--- src/rtl/snap_capture_ctrl.sv ---
// Snapshot capture sequencer: start edge, optional trigger wait, BRAM fill, done.
// Optional pre-capture sample delay is enabled with SNAP_CAPTURE_DELAY_EN.
module snap_capture_ctrl #(
    parameter int DATA_W = 32,
    parameter int ADDR_W = 11
) (
    input  logic              user_clk,
    input  logic              user_rst,
    input  logic [31:0]       ctrl_word,
    input  logic [DATA_W-1:0] din,
    input  logic              din_valid,
    input  logic              sync_in,
    output logic [ADDR_W-1:0] bram_addr,
    output logic [DATA_W-1:0] bram_din,
    output logic              bram_we,
    output logic              busy,
    output logic [31:0]       status_word
);

    localparam logic [ADDR_W:0] LAST = {1'b0, {ADDR_W{1'b1}}};

    typedef enum logic [2:0] {
        S_IDLE,
        S_WAIT,
        S_DELAY,
        S_CAPT,
        S_DONE
    } state_t;

    state_t            state_q, state_d;
    logic [ADDR_W:0]   count_q, count_d;
    logic              done_q, done_d;
    logic              start_prev_q, start_prev_d;
    logic              we_q, we_d;
    logic [ADDR_W-1:0] addr_q, addr_d;
    logic [DATA_W-1:0] data_q, data_d;
    logic              busy_q, busy_d;
    logic [31:0]       status_q, status_d;
    logic [15:0]       dly_q, dly_d;

    logic start_edge;
    logic abort;
    logic launch;
    logic ctrl_unused;

    assign start_edge  = ctrl_word[0] & ~start_prev_q;
    assign abort       = ctrl_word[2];
    assign ctrl_unused = ^ctrl_word;

    always_comb begin
        state_d      = state_q;
        count_d      = count_q;
        done_d       = done_q;
        start_prev_d = ctrl_word[0];
        we_d         = 1'b0;
        addr_d       = addr_q;
        data_d       = data_q;
        dly_d        = dly_q;
        launch       = 1'b0;

        case (state_q)
            S_IDLE, S_DONE: begin
                if (start_edge) begin
                    count_d = '0;
                    done_d  = 1'b0;
                    if (ctrl_word[1]) state_d = S_WAIT;
                    else              launch  = 1'b1;
                end
            end
            S_WAIT: begin
                if (abort)        state_d = S_IDLE;
                else if (sync_in) launch  = 1'b1;
            end
            S_DELAY: begin
                if (abort) begin
                    state_d = S_IDLE;
                end else if (din_valid) begin
                    dly_d = dly_q - 16'd1;
                    if (dly_q == 16'd1) state_d = S_CAPT;
                end
            end
            S_CAPT: begin
                if (abort) begin
                    state_d = S_IDLE;
                end else if (din_valid) begin
                    we_d    = 1'b1;
                    addr_d  = count_q[ADDR_W-1:0];
                    data_d  = din;
                    count_d = count_q + 1'b1;
                    if (count_q == LAST) begin
                        state_d = S_DONE;
                        done_d  = 1'b1;
                    end
                end
            end
            default: state_d = S_IDLE;
        endcase

        // A zero delay skips the DELAY state entirely
        if (launch) begin
`ifdef SNAP_CAPTURE_DELAY_EN
            if (ctrl_word[31:16] != 16'd0) begin
                state_d = S_DELAY;
                dly_d   = ctrl_word[31:16];
            end else begin
                state_d = S_CAPT;
            end
`else
            state_d = S_CAPT;
`endif
        end

        busy_d = (state_d == S_WAIT) || (state_d == S_DELAY) ||
                 (state_d == S_CAPT);

        status_d             = '0;
        status_d[31]         = done_q;
        status_d[30]         = busy_q;
        status_d[ADDR_W:0]   = count_q;
    end

    always_ff @(posedge user_clk or posedge user_rst) begin
        if (user_rst) begin
            state_q      <= S_IDLE;
            count_q      <= '0;
            done_q       <= 1'b0;
            start_prev_q <= 1'b1;
            we_q         <= 1'b0;
            addr_q       <= '0;
            data_q       <= '0;
            busy_q       <= 1'b0;
            status_q     <= '0;
            dly_q        <= '0;
        end else begin
            state_q      <= state_d;
            count_q      <= count_d;
            done_q       <= done_d;
            start_prev_q <= start_prev_d;
            we_q         <= we_d;
            addr_q       <= addr_d;
            data_q       <= data_d;
            busy_q       <= busy_d;
            status_q     <= status_d;
            dly_q        <= dly_d;
        end
    end

    assign bram_we     = we_q;
    assign bram_addr   = addr_q;
    assign bram_din    = data_q;
    assign busy        = busy_q;
    assign status_word = status_q;

endmodule

--- config.mk ---
export PLATFORM = sky130hd
export DESIGN_NAME = snap_capture_ctrl
export DESIGN_NICKNAME = d
export VERILOG_FILES = /design/src/rtl/snap_capture_ctrl.sv
export SDC_FILE = /design/constraint.sdc
export NUM_CORES = 1
export LEC_CHECK = 0
export CORE_ASPECT_RATIO = 2
export CORE_MARGIN = 2
export CORE_UTILIZATION = 48
export CTS_CLUSTER_DIAMETER = 100
export DETAILED_ROUTE_END_ITERATION = 8
export GPL_TIMING_DRIVEN = 0
export PLACE_DENSITY = 0.83
export SETUP_SLACK_MARGIN = 0.3
export SLEW_MARGIN = 20
export SYNTH_ARGS = -nofsm -noshare
export SYNTH_HDL_FRONTEND = slang
export SYNTH_SLANG_ARGS = --single-unit
--- constraint.sdc ---
create_clock -name user_clk -period 6.8 [get_ports user_clk]
set_input_delay 0.68 -clock user_clk [delete_from_list [all_inputs] [get_ports user_clk]]
set_output_delay 0.68 -clock user_clk [all_outputs]
set_load 0.02 [all_outputs]
==> impl_metrics.json, run 1 <==
{
  "outcome": "complete, no violations",
  "cts_buffers": 9,
  "post_cts_resized": 0,
  "period_share_pct": 35.0,
  "clock_latency_ps": 330,
  "max_stage_delay_ps": 720,
  "synthTopCellsByArea": "dfrtp_1 59%, nand2_1 14%, buf_4 3.5%, xor2_1 2.3%, nand4_1 1.6%",
  "post-route-min-period_ps": 2380,
  "clk_transition_reported_paths_ps": 60,
  "finalHoldViolCount": 0,
  "p_per_area_nw_per_um2": 364,
  "ys_seq_area_share_pct": 59.8,
  "start_util_pct": 48.8,
  "antenna_found_initial": 0,
  "worstSetupEndpointType": "flip-flop",
  "leakage_nw": 2.59,
  "clock-skew-final_ps": 5.94,
  "grtUsageTotal_pct": 21.9,
  "dp_hpwl_mm": 6.57,
  "syn-cell-area_um2": 3850,
  "wire_per_inst_um": 14.6,
  "path_cells": "ha_1, nand3_1, nor4_1, a31oi_1, or3b_1",
  "yosys_register_bits": 92,
  "relSlewSlack_pct": 45.0,
  "required_ps": 7010,
  "grt_pass1_vias": 3057,
  "crit_fanout": 7,
  "root_buffer": "clkbuf_16",
  "fin_nets": 579,
  "synth_ff_type": "dfrtp_1",
  "ios": 145,
  "synth_edf_count": 0,
  "setup_viol": 0,
  "path_buf_inv": 0,
  "die_area_um2": 8800,
  "cp_slowest_cell": "nor4_1",
  "peakVddDrop_mv": 0.162,
  "grt_max_degree": 48,
  "fin_setup_tns_ps": 0,
  "synth_cell_type_count": 47,
  "post-synth-top-count-cell": "nand2_1",
  "multiInputGateArea_um2": 1390,
  "grt_pass1_wl_mm": 14.2,
  "cts_hold_buf": 0,
  "critPathArrivalTime_ps": 2590,
  "maxSlewViolCount": 0,
  "fmax_mhz": 421,
  "worst_slew_pin_slew_ps": 817,
  "timing.final.ws_setup_ps": 4420,
  "drc": 0,
  "drt_iter0_markers": 236,
  "clock_sinks": 92,
  "grt_overflow": 0,
  "cts_buffer_depth": 2,
  "num_vias": 3065,
  "finalNonFillerCells": 607,
  "diodes": 0,
  "synth_top_cells_by_count": "143 x nand2_1, 91 x dfrtp_1, 18 x buf_4",
  "dp.cells": 593,
  "synth_top_area_share_pct": 59.1,
  "drive_gt1_share_pct": 8.61,
  "syn_inst": 382,
  "fin_total_pwr_mw": 1.93,
  "ctsHtreeMaxLevel": 3,
  "viasPerCell": 5.05,
  "firstDrtPassIters": 4,
  "chipWidth_um": 67.3,
  "fillers": 606,
  "drv_cap": 0,
  "crit_path_start_kind": "flip-flop",
  "pre_cts_ws_ps": 4070,
  "core-area_um2": 7890,
  "ys_async_sr_fraction_pct": 100,
  "critPathKind": "flip-flop to flip-flop",
  "path_delay_family": "simple AND/OR/NAND/NOR gates",
  "synth_area_per_cell_um2": 10.1,
  "placementRows": 46,
  "yosysWarningCount": 0,
  "routed_wl_mm": 8.85,
  "syn_to_final_growth_pct": 37.7,
  "rsz0062_at_grt": "no",
  "portBuffers": 97,
  "seq_area_um2": 2300,
  "rrSetupSlack_ps": 4420,
  "die_y_um": 131,
  "cts_setup_buffers": 0,
  "postRouteAntennaNets": 0,
  "cts_tree": "built",
  "gp_congestion": 0.840,
  "min-delay-path-class": "flip-flop to flip-flop",
  "synth_top_area_cell": "dfrtp_1"
}
[cells by family after synthesis]
family / after synthesis / synth area share, %
other: 1 / 0.0974
flip-flops: 92 / 59.8
multiplexers: 4 / 1.04
AO/OA/AOI/OAI: 19 / 2.86
XOR/XNOR: 17 / 3.87
AND/OR/NAND/NOR: 208 / 25.4
buffers and inverters: 38 / 5.91
adder cells (fa/ha/maj): 3 / 0.975
[placed cells by master (no fill, tap or decap), types with 3 or more instances in the layout]
| cell | count |
|---|---|
| a21oi_1 | 6 |
| buf_4 | 18 |
| clkbuf_1 | 11 |
| clkbuf_16 | 9 |
| clkdlybuf4s50_1 | 97 |
| conb_1 | 18 |
| dfrtp_1 | 91 |
| ha_1 | 3 |
| inv_1 | 4 |
| mux2i_1 | 4 |
| nand2_1 | 143 |
| nand3_1 | 6 |
| nand4_1 | 10 |
| nor2_1 | 9 |
| nor3_1 | 7 |
| nor4_1 | 5 |
| o21ai_0 | 7 |
| or3_1 | 4 |
| xnor2_1 | 7 |
| xor2_1 | 10 |
[state kept, by name (all words and copies together) (netlist names)]
name / cells
status_word: 14
bram_din: 32
busy: 1
dly_q: 16
state_q: 3
start_prev_q: 1
count_q: 12
bram_addr: 11
bram_we: 1
done_q: 1
[metal layers]
metal	global-route usage, %	vias up	share of wire [%]
met2	40.8	103	58
li1	-	1468	-
met1	21.4	1468	33
met3	5.14	26	5.7
met5	0	-	0
met4	11.4	0	3.5
[final cells by class]
| type | instances | area share, % |
|---|---|---|
| clock buffer | 12 | 4.65 |
| inverter | 6 | 0.472 |
| clock inverter | 2 | 0.236 |
| sequential | 92 | 43.5 |
| tap | 96 | 2.27 |
| timing repair buffer | 98 | 18.8 |
| buffer | 32 | 3.87 |
| multi-input combinational | 269 | 26.2 |
[per-stage QoR]
step | hold WS, ps | cell area, um^2 | util [%]
3_3_place_gp | 361 | 5000 | 63.5
6_report | 376 | 5300 | 67.2
4_1_cts | 378 | 5290 | 67.1
5_1_grt | 394 | 5300 | 67.2
2_1_floorplan | 354 | 3910 | -
3_5_place_dp | 365 | 5030 | 63.9
[where the power goes]
group          switching, mW  internal (mW)
Clock                  0.187          0.253
Sequential             0.110          0.700
Combinational          0.359          0.318
Total                  0.655           1.27
[final timing paths]
| path | start | end | cells past startpoint |
|---|---|---|---|
| worst max-delay path | count_q[0]$_DFFE_PP0P_ | state_q[0]$_DFF_PP0_ | 5 |
| worst min-delay path | done_q$_DFFE_PP0P_ | status_word[31]$_DFF_PP0_ | 0 |
| worst max register to register | count_q[0]$_DFFE_PP0P_ | state_q[0]$_DFF_PP0_ | 5 |
| worst min register to register | done_q$_DFFE_PP0P_ | status_word[31]$_DFF_PP0_ | 0 |
| max in group asynchronous | user_rst | start_prev_q$_DFF_PP1_ | 3 |
| min in group asynchronous | user_rst | bram_addr[8]$_DFFE_PP0P_ | 2 |
Note: power is estimated with default switching activity, not from simulation.
==> inputs of run 2 (changes only) <==
CORE_UTILIZATION = 44   (was 48)
PLACE_DENSITY = 0.77   (was 0.83)
clock period = 2.45 ns   (was 6.8 ns; I/O delays follow)
==> impl_metrics.json, run 2 (synthesized netlist as in run 1, its figures left out) <==
{
  "outcome": "complete, no violations",
  "placementRows": 48,
  "cts_buffer_depth": 2,
  "worstSetupEndpointType": "flip-flop",
  "final_common_cell": "nand2_1",
  "clock_latency_ps": 340,
  "ios": 145,
  "drive_gt1_share_pct": 9.53,
  "finalNonFillerCells": 614,
  "root_buffer": "clkbuf_16",
  "required_ps": 2670,
  "portBuffers": 97,
  "fin_nets": 580,
  "core-area_um2": 8590,
  "syn_to_final_growth_pct": 40.0,
  "finalHoldViolCount": 0,
  "viasPerCell": 4.97,
  "r2r_cells": 5,
  "clock_sinks": 92,
  "critPathKind": "flip-flop to flip-flop",
  "multiInputGateArea_um2": 1400,
  "leakage_nw": 2.63,
  "drc": 0,
  "grt_pass1_wl_mm": 14.2,
  "peakVddDrop_mv": 0.557,
  "antenna_found_initial": 0,
  "post-route-min-period_ps": 1980,
  "cts_setup_buffers": 0,
  "die_y_um": 136,
  "fin_setup_tns_ps": 0,
  "drv_cap": 0,
  "crit_path_start_kind": "flip-flop",
  "clock-skew-final_ps": 6.21,
  "critPathArrivalTime_ps": 2200,
  "crit_fanout": 7,
  "num_vias": 3049,
  "grt_pass1_vias": 3002,
  "routed_wl_mm": 8.94,
  "maxSlewViolCount": 0,
  "chipWidth_um": 70.1,
  "dp.cells": 598,
  "relSlewSlack_pct": 58.0,
  "fmax_mhz": 505,
  "min-delay-path-class": "input pin to asynchronous set/reset pin",
  "grt_overflow": 0,
  "fillers": 706,
  "firstDrtPassIters": 4,
  "p_per_area_nw_per_um2": 1030,
  "setup_viol": 0,
  "drt_iter0_markers": 271,
  "wire_per_inst_um": 14.6,
  "largest_reg_flops": 32,
  "gp_congestion": 0.791,
  "postRouteAntennaNets": 0,
  "rsz0062_at_grt": "no",
  "layout_common_cells": "143 x nand2_1, 97 x clkdlybuf4s50_1, 91 x dfrtp_1",
  "ctsHtreeMaxLevel": 3,
  "cts_buffers": 9,
  "die_area_um2": 9560,
  "dp_hpwl_mm": 6.56,
  "start_util_pct": 44.8,
  "clk_transition_reported_paths_ps": 60,
  "grt_max_degree": 35,
  "period_share_pct": 80.8,
  "worst_slew_pin_slew_ps": 629,
  "seq_area_um2": 2300,
  "grtUsageTotal_pct": 19.1,
  "diodes": 0,
  "cts_tree": "built"
}
[run 2: changes by cell type in the layout (fill, tap and decap cells not counted)]
| cell | change |
|---|---|
| buf_12 | +2 |
| buf_16 | -1 |
| bufinv_16 | +1 |
| clkbuf_1 | -1 |
| clkbuf_8 | +2 |
| clkinv_4 | +1 |
| inv_4 | -1 |
| nor4_1 | -1 |
| nor4_4 | +1 |
[run 2: worst max-delay path: stages (launching register included)]
cell and delay [ps]:
dfrtp_1 470, ha_1 330, nand3_1 170, nor4_4 370
a31oi_1 140, or3b_1 380
[run 2: what timing repair did]
action,4_1_cts,5_1_grt
gates resized for setup,1,2
hold buffers,0,0
setup endpoints to repair,1,2
[run 2: worst paths after layout]
path | to | slack, ps | startpoint
min in group user_clk | status_word[31]$_DFF_PP0_ | 390 | done_q$_DFFE_PP0P_
worst min-delay path | bram_din[4]$_DFFE_PP0P_ | 330 | user_rst
worst max-delay path | state_q[0]$_DFF_PP0_ | 470 | count_q[0]$_DFFE_PP0P_
max in group asynchronous | start_prev_q$_DFF_PP1_ | 1490 | user_rst
worst min register to register | status_word[31]$_DFF_PP0_ | 390 | done_q$_DFFE_PP0P_
worst max register to register | state_q[0]$_DFF_PP0_ | 470 | count_q[0]$_DFFE_PP0P_
[run 2: metrics by stage]
step / hold WS [ps] / area [um^2] / setup WS [ps] / utilization, % / power, mW
2_1_floorplan: 249 / 3920 / 722 / - / 3.24
3_5_place_dp: 373 / 5050 / 237 / 58.8 / 4.13
6_report: 335 / 5390 / 471 / 62.7 / 5.54
3_3_place_gp: 361 / 5010 / 179 / 58.4 / 4.06
5_1_grt: 401 / 5390 / 341 / 62.7 / 5.83
4_1_cts: 351 / 5370 / 423 / 62.6 / 5.58
[run 2: metal layers]
layer	up-vias	global-route usage, %	wire [um]
met5	-	0	0
met4	0	9.94	201
met3	15	4.15	401
met2	93	34.9	5040
met1	1475	20.1	3300
li1	1466	-	-
[run 2: area by class of cell]
cell class,count,share of cell area [%]
clock buffers,13,5.02
repair buffers,99,18.8
plain buffers,32,3.81
well taps,100,2.32
multi-input cells,269,26.1
flip-flops and latches,92,42.7
inverters,6,0.488
clock inverters,3,0.813
[run 2: power by group]
| part | internal (mW) | switching, mW | total (mW) |
|---|---|---|---|
| Combinational | 0.886 | 0.970 | 1.86 |
| Clock | 0.874 | 0.560 | 1.43 |
| Sequential | 1.94 | 0.305 | 2.25 |
| Total | 3.70 | 1.83 | 5.54 |
